--- src/rtl/debounce_pkg.sv ---
// Shared defaults, event record and round-robin helper for the debounce scheduler.
package debounce_pkg;

    localparam int N_CH_DEF = 4;
    localparam int P_DEF    = 16;
    localparam int K_DEF    = 4;
    localparam int CH_MAX_W = 4;

    typedef struct packed {
        logic [CH_MAX_W-1:0] ch;
        logic                rise;
    } ev_t;

    // First set bit of pend searching from last+1 upward, wrapping modulo n.
    function automatic logic [CH_MAX_W-1:0] rr_next(input logic [15:0] pend,
                                                    input logic [CH_MAX_W-1:0] last,
                                                    input int n);
        logic [CH_MAX_W-1:0] g;
        logic                found;
        int                  idx;
        g     = last;
        found = 1'b0;
        for (int i = 1; i <= 16; i++) begin
            idx = (int'(last) + i) % n;
            if (!found && i <= n && pend[idx[3:0]]) begin
                g     = idx[CH_MAX_W-1:0];
                found = 1'b1;
            end
        end
        return g;
    endfunction

endpackage

--- src/rtl/debounce_ch.sv ---
// Single-channel debounce integrator: toggles its level on the K-th consecutive differing sample.
module debounce_ch
    import debounce_pkg::*;
#(
    parameter int K = K_DEF
) (
    input  logic clk,
    input  logic reset,
    input  logic tick,
    input  logic sw,
    output logic db_level,
    output logic evt
);

    localparam int CNT_W = (K > 1) ? $clog2(K) : 1;

    logic [CNT_W-1:0] cnt;
    logic             differ;
    logic             at_term;

    assign differ  = (sw != db_level);
    assign at_term = (cnt == CNT_W'(K - 1));
    // Event is combinational so the top can latch it on the same edge the level toggles.
    assign evt     = tick && differ && at_term;

    always_ff @(posedge clk) begin
        if (reset) begin
            cnt      <= '0;
            db_level <= 1'b0;
        end else if (tick) begin
            if (!differ) begin
                cnt <= '0;
            end else if (at_term) begin
                db_level <= ~db_level;
                cnt      <= '0;
            end else begin
                cnt <= cnt + 1'b1;
            end
        end
    end

endmodule

--- src/rtl/debounce_sched.sv ---
// Multi-channel debounce with shared prescaler and round-robin event serializer.
// Optional input synchronizers enabled by defining DEBOUNCE_SYNC_EN.
module debounce_sched
    import debounce_pkg::*;
#(
    parameter  int N_CH = N_CH_DEF,
    parameter  int P    = P_DEF,
    parameter  int K    = K_DEF,
    localparam int CW   = $clog2(N_CH)
) (
    input  logic            clk,
    input  logic            reset,
    input  logic [N_CH-1:0] sw,
    output logic [N_CH-1:0] db_level,
    output logic            ev_valid,
    input  logic            ev_ready,
    output logic [CW-1:0]   ev_ch,
    output logic            ev_rise,
    output logic [N_CH-1:0] ovf,
    input  logic            ovf_clr
);

    logic [P-1:0]          presc;
    logic                  tick;
    logic [N_CH-1:0]       sw_s;
    logic [N_CH-1:0]       evt;
    logic [N_CH-1:0]       pend, pend_n;
    logic [N_CH-1:0]       pol, pol_n;
    logic [N_CH-1:0]       ovf_n;
    logic [CH_MAX_W-1:0]   last;
    logic                  out_free;
    logic                  grant;
    logic [CW-1:0]         g;
    logic [N_CH-1:0]       gnt_vec;
    ev_t                   nxt_ev;

    assign tick = (presc == {P{1'b1}});

    always_ff @(posedge clk) begin
        if (reset) presc <= '0;
        else       presc <= presc + 1'b1;
    end

`ifdef DEBOUNCE_SYNC_EN
    logic [N_CH-1:0] sync_q1, sync_q2;

    always_ff @(posedge clk) begin
        if (reset) begin
            sync_q1 <= '0;
            sync_q2 <= '0;
        end else begin
            sync_q1 <= sw;
            sync_q2 <= sync_q1;
        end
    end
    assign sw_s = sync_q2;
`else
    assign sw_s = sw;
`endif

    for (genvar i = 0; i < N_CH; i++) begin : g_ch
        debounce_ch #(.K(K)) u_ch (
            .clk      (clk),
            .reset    (reset),
            .tick     (tick),
            .sw       (sw_s[i]),
            .db_level (db_level[i]),
            .evt      (evt[i])
        );
    end

    assign out_free    = !ev_valid || ev_ready;
    assign grant       = out_free && (|pend);
    assign nxt_ev.ch   = rr_next(16'(pend), last, N_CH);
    assign g           = nxt_ev.ch[CW-1:0];
    assign nxt_ev.rise = pol[g];
    assign gnt_vec     = grant ? (N_CH'(1) << g) : '0;

    // A new edge on a channel being granted refills its slot without counting as overrun.
    always_comb begin
        pend_n = pend & ~gnt_vec;
        pol_n  = pol;
        ovf_n  = ovf_clr ? '0 : ovf;
        for (int i = 0; i < N_CH; i++) begin
            if (evt[i]) begin
                pend_n[i] = 1'b1;
                pol_n[i]  = ~db_level[i];
                if (pend[i] && !gnt_vec[i]) ovf_n[i] = 1'b1;
            end
        end
    end

    always_ff @(posedge clk) begin
        if (reset) begin
            pend <= '0;
            pol  <= '0;
            ovf  <= '0;
        end else begin
            pend <= pend_n;
            pol  <= pol_n;
            ovf  <= ovf_n;
        end
    end

    always_ff @(posedge clk) begin
        if (reset) begin
            ev_valid <= 1'b0;
            ev_ch    <= '0;
            ev_rise  <= 1'b0;
            last     <= CH_MAX_W'(N_CH - 1);
        end else if (out_free) begin
            ev_valid <= grant;
            if (grant) begin
                ev_ch   <= g;
                ev_rise <= nxt_ev.rise;
                last    <= nxt_ev.ch;
            end
        end
    end

endmodule

--- config.mk ---
export PLATFORM = sky130hd
export DESIGN_NAME = debounce_sched
export DESIGN_NICKNAME = d
export VERILOG_FILES = /design/src/rtl/debounce_pkg.sv /design/src/rtl/debounce_ch.sv /design/src/rtl/debounce_sched.sv
export SDC_FILE = /design/constraint.sdc
export NUM_CORES = 1
export LEC_CHECK = 0
export BUFFER_PORTS_ARGS = -buffer_cell sky130_fd_sc_hd__buf_2
export CORE_ASPECT_RATIO = 1.75
export CORE_MARGIN = 2
export CORE_UTILIZATION = 30
export CTS_CLUSTER_SIZE = 28
export DETAILED_ROUTE_END_ITERATION = 16
export SYNTH_ARGS = -nofsm -noshare
export SYNTH_HDL_FRONTEND = slang
export SYNTH_HIERARCHICAL = 1
export SYNTH_SLANG_ARGS = --single-unit
--- constraint.sdc ---
create_clock -name clk -period 5 [get_ports clk]
set_input_delay 1 -clock clk [delete_from_list [all_inputs] [get_ports clk]]
set_output_delay 1 -clock clk [all_outputs]
set_load 0.005 [all_outputs]
== Word-level counts from Yosys, hierarchy flattened ==
Index checks and enable logic that the tools add are counted.
Word-level totals
  logic and storage cells: 127
  input port bits: 8
  register bits: 46
  output and inout bits: 12
Cells by class
  bitwise operators: 10
  eq/ne operators: 9
  shift-type cells: 1
  add/sub/neg operators: 9
  reduce and logical (&&, ||, !) cells: 35
  muxes and demuxes: 39
  $lt $le $gt $ge: 5
Operators with widths (number)
  $mux 4: 6
  $lt 4x5->1 const B: 4
  $mux 1: 20
  $add 16x1->16 const B: 1
  $eq 16x16->1 const B: 1
  $logic_and 1x1->1: 16
  $mux 2: 8
  $add 2x1->2 const B: 6
  $bmux 1 s3: 4
  $reduce_and 3->1: 4
  $eq 2x2->1 const B: 4
  $logic_not 1->1: 8
  $reduce_or 2->1: 4
  $add 2x2->2 const B: 2
  $and 1x1->1 const A: 4
  $and 4x4->4: 1
  $ne 1x1->1: 4
  $not 1->1: 4
  $not 4->4: 1
  $reduce_or 4->1: 1
  $shl 1x2->4 const A: 1
  $lt 2x3->1 const B: 1
  $bmux 1 s2: 1
  $reduce_and 2->1: 1
  $logic_or 1x1->1: 1

== Logic depth before layout (Yosys ltp) ==
Gate-level depths: netlist of run 1.
  depth in word-level cells: 21
  mapped depth: 9
  mapped depth without buffers: 8

== Cells and area by module ==
The synthesis of run 1 kept the hierarchy.
Modules (own cells, without submodules)
  debounce_sched: instances 1, seq. area each 680.7 um^2, area each 1440.1 um^2, cells an instance 164
  debounce_ch: instances 4, seq. area each 60.1 um^2, area each 151.4 um^2, cells an instance 16

== Worst setup path before layout of run 1 ==
Ideal clock, no wire load.
  path type: register to register
  start: register presc[0]
  end: register g_ch[0].u_ch.cnt[0]
  data required time: 4.907 ns
  period minus slack after synthesis: 3.424 ns
  stages on the path, launching flop included: 8
  arrival: 3.331 ns
  setup time: 0.093 ns
  path buffers: 1
  path slack: 1.576 ns
  cells stage by stage: dfxtp_1 ha_1 and2_1 clkbuf_1 nand3_1 nor4_1 or4b_1 o32ai_1
On the way
  word-level cells in the longest chain between the ends: 1
RTL lines
  from (decl): RTL line debounce_sched.sv:23  | logic [P-1:0] presc;
  from (signal assigned): RTL line debounce_sched.sv:41  | else presc <= presc + 1'b1;
  $eq 16x16->1: RTL line debounce_sched.sv:37  | assign tick = (presc == {P{1'b1}});
  net tick: RTL line debounce_sched.sv:24  | logic tick;
  to (signal assigned): RTL line debounce_ch.sv:37  | cnt <= cnt + 1'b1;
  to (decl): RTL line debounce_ch.sv:17  | logic [CNT_W-1:0] cnt;
The timed path passes the listed nets, and every way through them passes these cells.
A chain may end at the register's enable or synchronous reset.

==> metrics.yaml, run 1 <==
global_route:
  globalRouteMet2Util: 0.192
  grt_max_degree: 50
  antenna_found_initial: 0
  met3_usage: 0.0249
  grt_pass1_vias: 1605
  grt_pass1_wl_mm: 7.03
  grt_usage: 0.119
  gr-usage-met1: 0.138
  overflow: 0
  grt_most_used_layer: "met2"
sta:
  worst_pin_slew_ns: 0.837
  maxSlewViolCount: 0
  min_period_ns: 2.38
  slew_headroom: 0.442
  setup_viol: 0
  tns_ns: 0
  timing.fmax_ghz: 0.421
  fin_skew_ns: 0.00401
  finalHoldViolCount: 0
  post-route-period-util: 0.475
  rsz0062_at_grt: "no"
  fin_hold_ws_ns: 0.441
clock_network:
  cts_setup_buffers: 0
  htree_levels: 2
  cts-root-buf: "clkbuf_16"
  clock_latency_ns: 0.28
  cts-hold-fix-buffers: 0
  cts_sinks: 46
  numCtsBuffers: 5
  ctsResizeCount: 0
  clk_pin_slew_ns: 0.06
  clockBufferDepth: 2
  cts_tree: "yes"
pwr:
  vdd_drop_max_mv: 0.162
  p_leak_uw: 0.000865
  powerDensity_nw_per_um2: 300
  swShare: 0.202
  power_frac_comb: 0.024
  pwr-share-seq: 0.516
  pwr-share-clk: 0.460
  p_int_uw: 572
  total_power_uw: 717
  switchingPower_uw: 145
critical_path:
  start_kind: "primary input"
  cp_slowest_stage_delay_ns: 0.63
  crit_end: "ovf[0]"
  path_class: "in2reg"
  crit_path_start: "reset"
  end_kind: "flop"
  rrSetupSlack_ns: 2.76
  worstPathMaxFanout: 49
  r2r-end: "ovf[2]"
  reg2reg_depth: 9
  slowest_stage: "buf_2"
  crit_chain: "buf_2 > clkinv_1 > nand2_1 > a21oi_1 > a32o_1"
  reg2reg_from: "presc[3]"
  crit_arrival_ns: 2.55
  worst_ep_required_time_ns: 5.18
layout:
  regArea_sq_um: 921
  final_cell_mix: "46 x dfxtp_1, 25 x nand2_1, 24 x nor2_1"
  multi_input_area_sq_um: 1070
  final_area_sq_um: 2390
  fillers: 688
  diodes: 0
  area_growth_pct: 16.6
  nets: 263
  layout_commonest_cell: "dfxtp_1"
  drive_gt1_frac: 0.163
synthesis:
  ys_seq_area_frac: 0.450
  synth_top_area_frac: 0.450
  syn-instance-count: 228
  synth_edf_count: 0
  ys.flop_type: "dfxtp_1"
  async_flop_share: 0
  synth_area_per_cell_sq_um: 8.97
  synth_area_leaders: "dfxtp_1 45%, nand2_1 4.6%, nor2_1 4.4%"
  syn-num-nets: 241
  synth.largest_area_cell: "dfxtp_1"
  ys_ff_latch: 46
  yosys_warnings: 6
  syn-cell-area_sq_um: 2050
  synth_cell_types: 42
floorplan:
  core_sq_um: 6590
  dieArea_sq_um: 7520
  die_w_um: 66.4
  die_y_um: 113
  io_pins: 20
  num_rows: 39
  initial_core_util: 0.311
place:
  place_congestion: 0.788
  io_buffers: 19
  place_hpwl_mm: 2.86
  placed_area_sq_um: 2240
outcome:
  status: "complete, no violations"
detailed_routing:
  final_antenna_net_count: 0
  wl_mm: 3.99
  via_count: 1631
  drtIter0Drc: 51
  remaining_drc_errors: 0
  viasPerCell: 4.90
  wire_per_inst_um: 12.0
  drt_first_pass_iters: 4
worst_hold_path:
  hp-start: "presc[0]"
  hold_path_class: "reg2reg"
job:
  max_cap_viol_count: 0
## worst max-delay path: cells and delay by family
kind	cells	cell delay (ns)
AO/OA/AOI/OAI	2	0.27
buffers and inverters	2	1.11
AND/OR/NAND/NOR	1	0.16
## per-stage QoR
stage	cells	worst slack, ns	util
global route	333	2.45	0.362
global placement	325	2.36	0.340
finish	333	2.62	0.362
CTS	333	2.62	0.362
detailed placement	325	2.31	0.340
floorplan	228	1.58	-
## synthesized netlist by cell type (2+ instances only)
master	number
a21o_1	2
nand3_1	10
o21ai_0	6
ha_1	5
or3_1	4
or3b_2	4
mux2i_1	3
or4b_1	4
nor3_1	2
nor2_1	24
o31ai_1	6
o32ai_1	4
a21oi_1	17
o211ai_1	2
nand4_1	4
dfxtp_1	46
xor2_1	6
a211oi_1	4
nor2b_1	2
and2_1	2
xnor2_1	9
clkbuf_1	4
nor4_1	2
a21bo_2	4
nand2_1	25
inv_1	11
## cell families (layout without fill, tap and decap cells)
family                   count (synthesis)  in the layout  synth area share
AO/OA/AOI/OAI                           50             50             0.166
flip-flops                              46             46             0.450
adder cells (fa/ha/maj)                  5              5            0.0306
buffers and inverters                   17             40            0.0312
multiplexers                             3              3            0.0147
AND/OR/NAND/NOR                         92             92             0.243
XOR/XNOR                                15             15            0.0642
## how the worst min path moves through the flow
stage | slack, ns | to | depth (start not counted)
after global routing | 0.46 | presc[0] | 1
after CTS | 0.44 | presc[0] | 1
final | 0.44 | presc[0] | 1
after floorplan | 0.41 | presc[0] | 1
after global placement | 0.43 | presc[0] | 1
after detailed placement | 0.43 | presc[0] | 1
## sequential cells by signal (all words and copies together), names as in the netlist
register,cells
ev_rise,1
g_ch.u_ch/cnt,8
ev_ch,2
pend,4
ovf,4
presc,16
pol,4
g_ch.u_ch/db_level,4
ev_valid,1
last,2
## final cells by class
cell class / count / share of cell area
clock buffers: 7 / 0.0598
clock inverters: 1 / 0.00210
repair buffers: 20 / 0.0430
multi-input cells: 165 / 0.447
well taps: 82 / 0.0430
flip-flops and latches: 46 / 0.386
inverters: 12 / 0.0189
## power groups by stage
stage / Combinational [uW] / Clock, uW / Sequential [uW]
2_1_floorplan: 9.62 / 0 / 378
3_3_place_gp: 17.0 / 0 / 378
3_5_place_dp: 17.5 / 0 / 378
4_1_cts: 17.4 / 342 / 370
5_1_grt: 19.5 / 358 / 370
6_report: 17.3 / 330 / 370
## layer usage
metal  vias to the layer above  wire length, um
li1                        855                -
met1                       739             1780
met2                        28             1910
met3                         9              126
met4                         0              180
met5                         -                0
Power figures use the tool's default switching activity.
==> run 2, diff against run 1 <==
Clock period 5 ns to 2 ns, I/O delays scaled along.
==> run 2 against run 1 <==
Combinational power grew to 2.9 times the previous value. Clock power grew to 2.5 times the previous value. Final area is 9.4% higher. Critical endpoint is now g_ch[3].u_ch/cnt[0]. Largest cell class unchanged.
==> metrics.yaml, run 2 (same netlist as run 1, synthesis figures left out) <==
global_route:
  grt_max_degree: 26
  grt_pass1_wl_mm: 7.17
  overflow: 0
  antenna_found_initial: 0
  grt_pass1_vias: 1637
  grt_usage: 0.123
layout:
  drive_gt1_frac: 0.276
  regMostFlops: "presc"
  diodes: 0
  area_growth_pct: 27.6
  largest_reg_flops: 16
  layout_commonest_cell: "dfxtp_1"
  reg_top3: "presc: 16 flops, g_ch.u_ch/cnt: 8 flops"
  nets: 280
  fin_cells: 350
  final_cell_mix: "42 x dfxtp_1, 24 x nand2_1, 20 x nor2_1"
  fin_util: 0.396
clock_network:
  cts-hold-fix-buffers: 0
  clk_pin_slew_ns: 0.06
  clockBufferDepth: 2
  cts_tree: "yes"
  cts-root-buf: "clkbuf_16"
  clock_latency_ns: 0.29
  htree_levels: 2
  cts_sinks: 46
  numCtsBuffers: 5
place:
  place_hpwl_mm: 2.94
  dpl.cell_count: 333
  place_congestion: 0.806
  io_buffers: 19
  pre_cts_slack_ns: -0.0131
critical_path:
  start_kind: "flop"
  path_class: "reg2reg"
  reg2reg_from: "presc[4]"
  reg2reg_depth: 7
  r2r-end: "g_ch[3].u_ch/cnt[0]"
  rrSetupSlack_ns: 0.007
  crit_arrival_ns: 2.19
  worstPathMaxFanout: 8
  end_kind: "flop"
  worst_ep_required_time_ns: 2.20
detailed_routing:
  wire_per_inst_um: 12.5
  via_count: 1739
  drtIter0Drc: 32
  viasPerCell: 4.97
  final_antenna_net_count: 0
  remaining_drc_errors: 0
  drt_first_pass_iters: 4
  wl_mm: 4.37
sta:
  tns_ns: 0
  rsz0062_at_grt: "yes"
  setup_ws_ns: 0.00739
  maxSlewViolCount: 0
  finalHoldViolCount: 0
  timing.fmax_ghz: 0.502
  fin_hold_ws_ns: 0.396
  min_period_ns: 1.99
  setup_viol: 0
  fin_skew_ns: 0.00476
  slew_headroom: 0.662
  post-route-period-util: 0.996
  worst_pin_slew_ns: 0.506
pwr:
  power_frac_comb: 0.028
  p_leak_uw: 0.000985
  pwr-share-clk: 0.459
  pwr-share-seq: 0.514
  vdd_drop_max_mv: 0.468
  swShare: 0.204
  p_int_uw: 1430
  switchingPower_uw: 368
  powerDensity_nw_per_um2: 690
floorplan:
  die_y_um: 113
  dieArea_sq_um: 7520
  core_sq_um: 6590
  num_rows: 39
  initial_core_util: 0.311
  io_pins: 20
  die_w_um: 66.4
worst_hold_path:
  hp-start: "sw[2]"
  min_path_cells: 3
  hold_path_class: "in2reg"
  hold_end: "g_ch[2].u_ch/db_level"
outcome:
  status: "complete, no violations"
job:
  max_cap_viol_count: 0
[run 2: worst max-delay path by stage]
stage               startpoint             endpoint  slack [ns]  depth (start not counted)
floorplan             presc[4]  g_ch[0].u_ch/cnt[0]       -0.29                          6
global placement      presc[6]  g_ch[3].u_ch/cnt[0]        0.03                          7
detailed placement    presc[6]  g_ch[2].u_ch/cnt[0]       -0.01                          7
CTS                   presc[6]  g_ch[1].u_ch/cnt[0]        0.02                          7
global route          presc[4]               pol[0]       -0.07                         10
finish                presc[4]  g_ch[3].u_ch/cnt[0]       0.007                          7
[run 2: routing by layer]
layer | vias up | GRT usage | wire length (um) | part of all wire
met1 | 812 | 0.138 | 1830 | 0.42
met5 | - | 0 | 0 | 0
li1 | 891 | - | - | -
met3 | 11 | 0.0338 | 129 | 0.029
met4 | 0 | 0.0707 | 136 | 0.031
met2 | 25 | 0.205 | 2280 | 0.52
[run 2: power groups by stage]
stage / combinational (uW) / clock [uW] / sequential, uW
floorplan: 24.9 / 0 / 944
global placement: 46.4 / 0 / 945
detailed placement: 46.6 / 0 / 945
CTS: 47.8 / 856 / 924
global route: 55.5 / 903 / 925
finish: 49.7 / 826 / 925
[run 2: timing repair]
item	CTS	global route
resized for setup	0	13
gates cloned	1	0
pin swaps	1	4
setup endpoints to repair	4	18
setup buffers	1	8
[run 2: critical path, cell delays in order, from the launching register on]
cell     delay [ns]
dfxtp_2        0.32
and4_4         0.22
and3_4         0.20
nand3_4        0.09
nor4_4         0.34
buf_12         0.16
or4b_1         0.46
o32ai_2        0.11
[run 2: metrics by stage]
step | cell area, sq um | total power, uW
finish | 2610 | 1800
global route | 2610 | 1880
CTS | 2530 | 1830
detailed placement | 2350 | 991
global placement | 2350 | 991
floorplan | 2090 | 969
[run 2: area by class of cell]
| cell class | count | area (sq um) |
|---|---|---|
| clock buffers | 7 | 143 |
| inverters | 12 | 45.0 |
| fillers | 670 | 3980 |
| well taps | 82 | 103 |
| repair buffers | 37 | 246 |
| flip-flops and latches | 46 | 926 |
| multi-input cells | 165 | 1140 |
| clock inverters | 1 | 5.00 |
==> run 3, diff against run 2 <==
Clock period 2 ns to 2.2 ns, I/O delays scaled along.
==> run 3 against run 2 <==
Final area shrank 5.4%. Sequential share of layout area grew 2.0 points. Clock power shrank 12%. First-iteration DRC count grew 81%. Wire length shrank 8.2%. Maximum frequency shrank 1.9%. Register-to-register slack gained 0.16 ns. Non-clock buffer count shrank 13. Sequential power shrank 9.1%. Global-route usage shrank 0.66 points. Critical endpoint is now g_ch[0].u_ch/cnt[0].
==> metrics.yaml, run 3 (same netlist as run 1, synthesis figures left out) <==
outcome:
  status: "complete, no violations"
clock_network:
  clock_latency_ns: 0.29
  clockBufferDepth: 2
  cts_sinks: 46
  clk_pin_slew_ns: 0.06
  cts-root-buf: "clkbuf_16"
  cts-hold-fix-buffers: 0
  htree_levels: 2
  numCtsBuffers: 5
  cts_tree: "yes"
  ctsResizeCount: 0
critical_path:
  path_class: "reg2reg"
  slowest_stage: "or4b_1"
  end_kind: "flop"
  crit_arrival_ns: 2.22
  start_kind: "flop"
  worstPathMaxFanout: 14
  crit_chain: "and4_4 > and3_4 > nand3_4 > nor4_4 > buf_12 > or4b_1 > o32ai_1"
  worst_ep_required_time_ns: 2.39
  cp_slowest_stage_delay_ns: 0.43
sta:
  finalHoldViolCount: 0
  timing.fmax_ghz: 0.492
  slew_headroom: 0.653
  post-route-period-util: 0.923
  rsz0062_at_grt: "no"
  fin_skew_ns: 0.00449
  worst_pin_slew_ns: 0.520
  fin_hold_ws_ns: 0.438
  maxSlewViolCount: 0
  min_period_ns: 2.03
  setup_viol: 0
pwr:
  p_leak_uw: 0.000906
  vdd_drop_max_mv: 0.492
  powerDensity_nw_per_um2: 651
  total_power_uw: 1610
floorplan:
  dieArea_sq_um: 7520
  die_y_um: 113
  die_w_um: 66.4
  initial_core_util: 0.311
  num_rows: 39
  core_sq_um: 6590
  io_pins: 20
layout:
  fillers: 689
  fin_cells: 335
  drive_gt1_frac: 0.202
  layout_commonest_cell: "dfxtp_1"
  largest_reg_flops: 16
  diodes: 0
  regMostFlops: "presc"
  final_cell_mix: "43 x dfxtp_1, 25 x nand2_1, 21 x nor2_1"
  nets: 267
  reg_top3: "presc: 16 flops, g_ch.u_ch/cnt: 8 flops"
  area_growth_pct: 20.7
detailed_routing:
  viasPerCell: 4.96
  wire_per_inst_um: 12.0
  remaining_drc_errors: 0
  wl_mm: 4.02
  drt_first_pass_iters: 4
  final_antenna_net_count: 0
  drtIter0Drc: 58
  via_count: 1663
place:
  place_hpwl_mm: 2.84
  place_congestion: 0.778
  dpl.cell_count: 327
  io_buffers: 19
global_route:
  antenna_found_initial: 0
  overflow: 0
  grt_pass1_vias: 1542
  grt_max_degree: 29
  grt_pass1_wl_mm: 6.82
  grt_usage: 0.117
job:
  max_cap_viol_count: 0
worst_hold_path:
  hold_path_class: "in2reg"
## run 3: cell count changes in the layout (fill, tap and decap cells not counted), sizes merged
cell,before,now
buf,37,23
clkinv,2,1
## run 3: critical path: cells and delay by family (launching register included)
family	cells	cell delay, ns
AND/OR/NAND/NOR	5	1.27
flip-flops	1	0.37
buffers and inverters	1	0.17
AO/OA/AOI/OAI	1	0.12
## run 3: per-layer routing
metal	wire, um	share of wire	up-vias	track usage
met5	0	0	-	0
met4	133	0.033	0	0.0762
met3	143	0.036	9	0.0318
met2	2020	0.50	29	0.190
met1	1720	0.43	764	0.130
li1	-	-	861	-
## run 3: report_power, final
part | switching (uW) | internal, uW
Sequential | 2.97 | 838
Clock | 288 | 439
Combinational | 27.8 | 13.6
## run 3: area by class of cell
cell class | instances | area (sq um) | area share
timing repair buffer | 24 | 163 | 0.0659
sequential | 46 | 925 | 0.374
inverter | 12 | 45.0 | 0.0182
clock buffer | 6 | 139 | 0.0562
tap | 82 | 103 | 0.0415
multi-input combinational | 165 | 1100 | 0.444
## run 3: repair_timing
item | 4_1_cts | 5_1_grt
endpoints found under the hold margin | 0 | 0
endpoints found under the setup margin | 0 | 1
buffers inserted | 0 | 1
## run 3: path summary, 6_finish.rpt
path            start                    end  slack (ns)  cells past startpoint
min reg2reg  presc[0]               presc[0]        0.45                      1
min             sw[2]  g_ch[2].u_ch/db_level        0.44                      3
max          presc[3]    g_ch[0].u_ch/cnt[0]        0.17                      7
max reg2reg  presc[3]    g_ch[0].u_ch/cnt[0]        0.17                      7
## run 3: stage by stage
step	setup slack, ns	utilization	setup TNS (ns)	cell area, sq um
3_5_place_dp	0.125	0.349	0	2300
4_1_cts	0.108	0.370	0	2440
3_3_place_gp	0.170	0.349	0	2300
2_1_floorplan	-0.0906	-	-0.402	2090
6_report	0.169	0.375	0	2470
5_1_grt	0.0256	0.375	0	2470
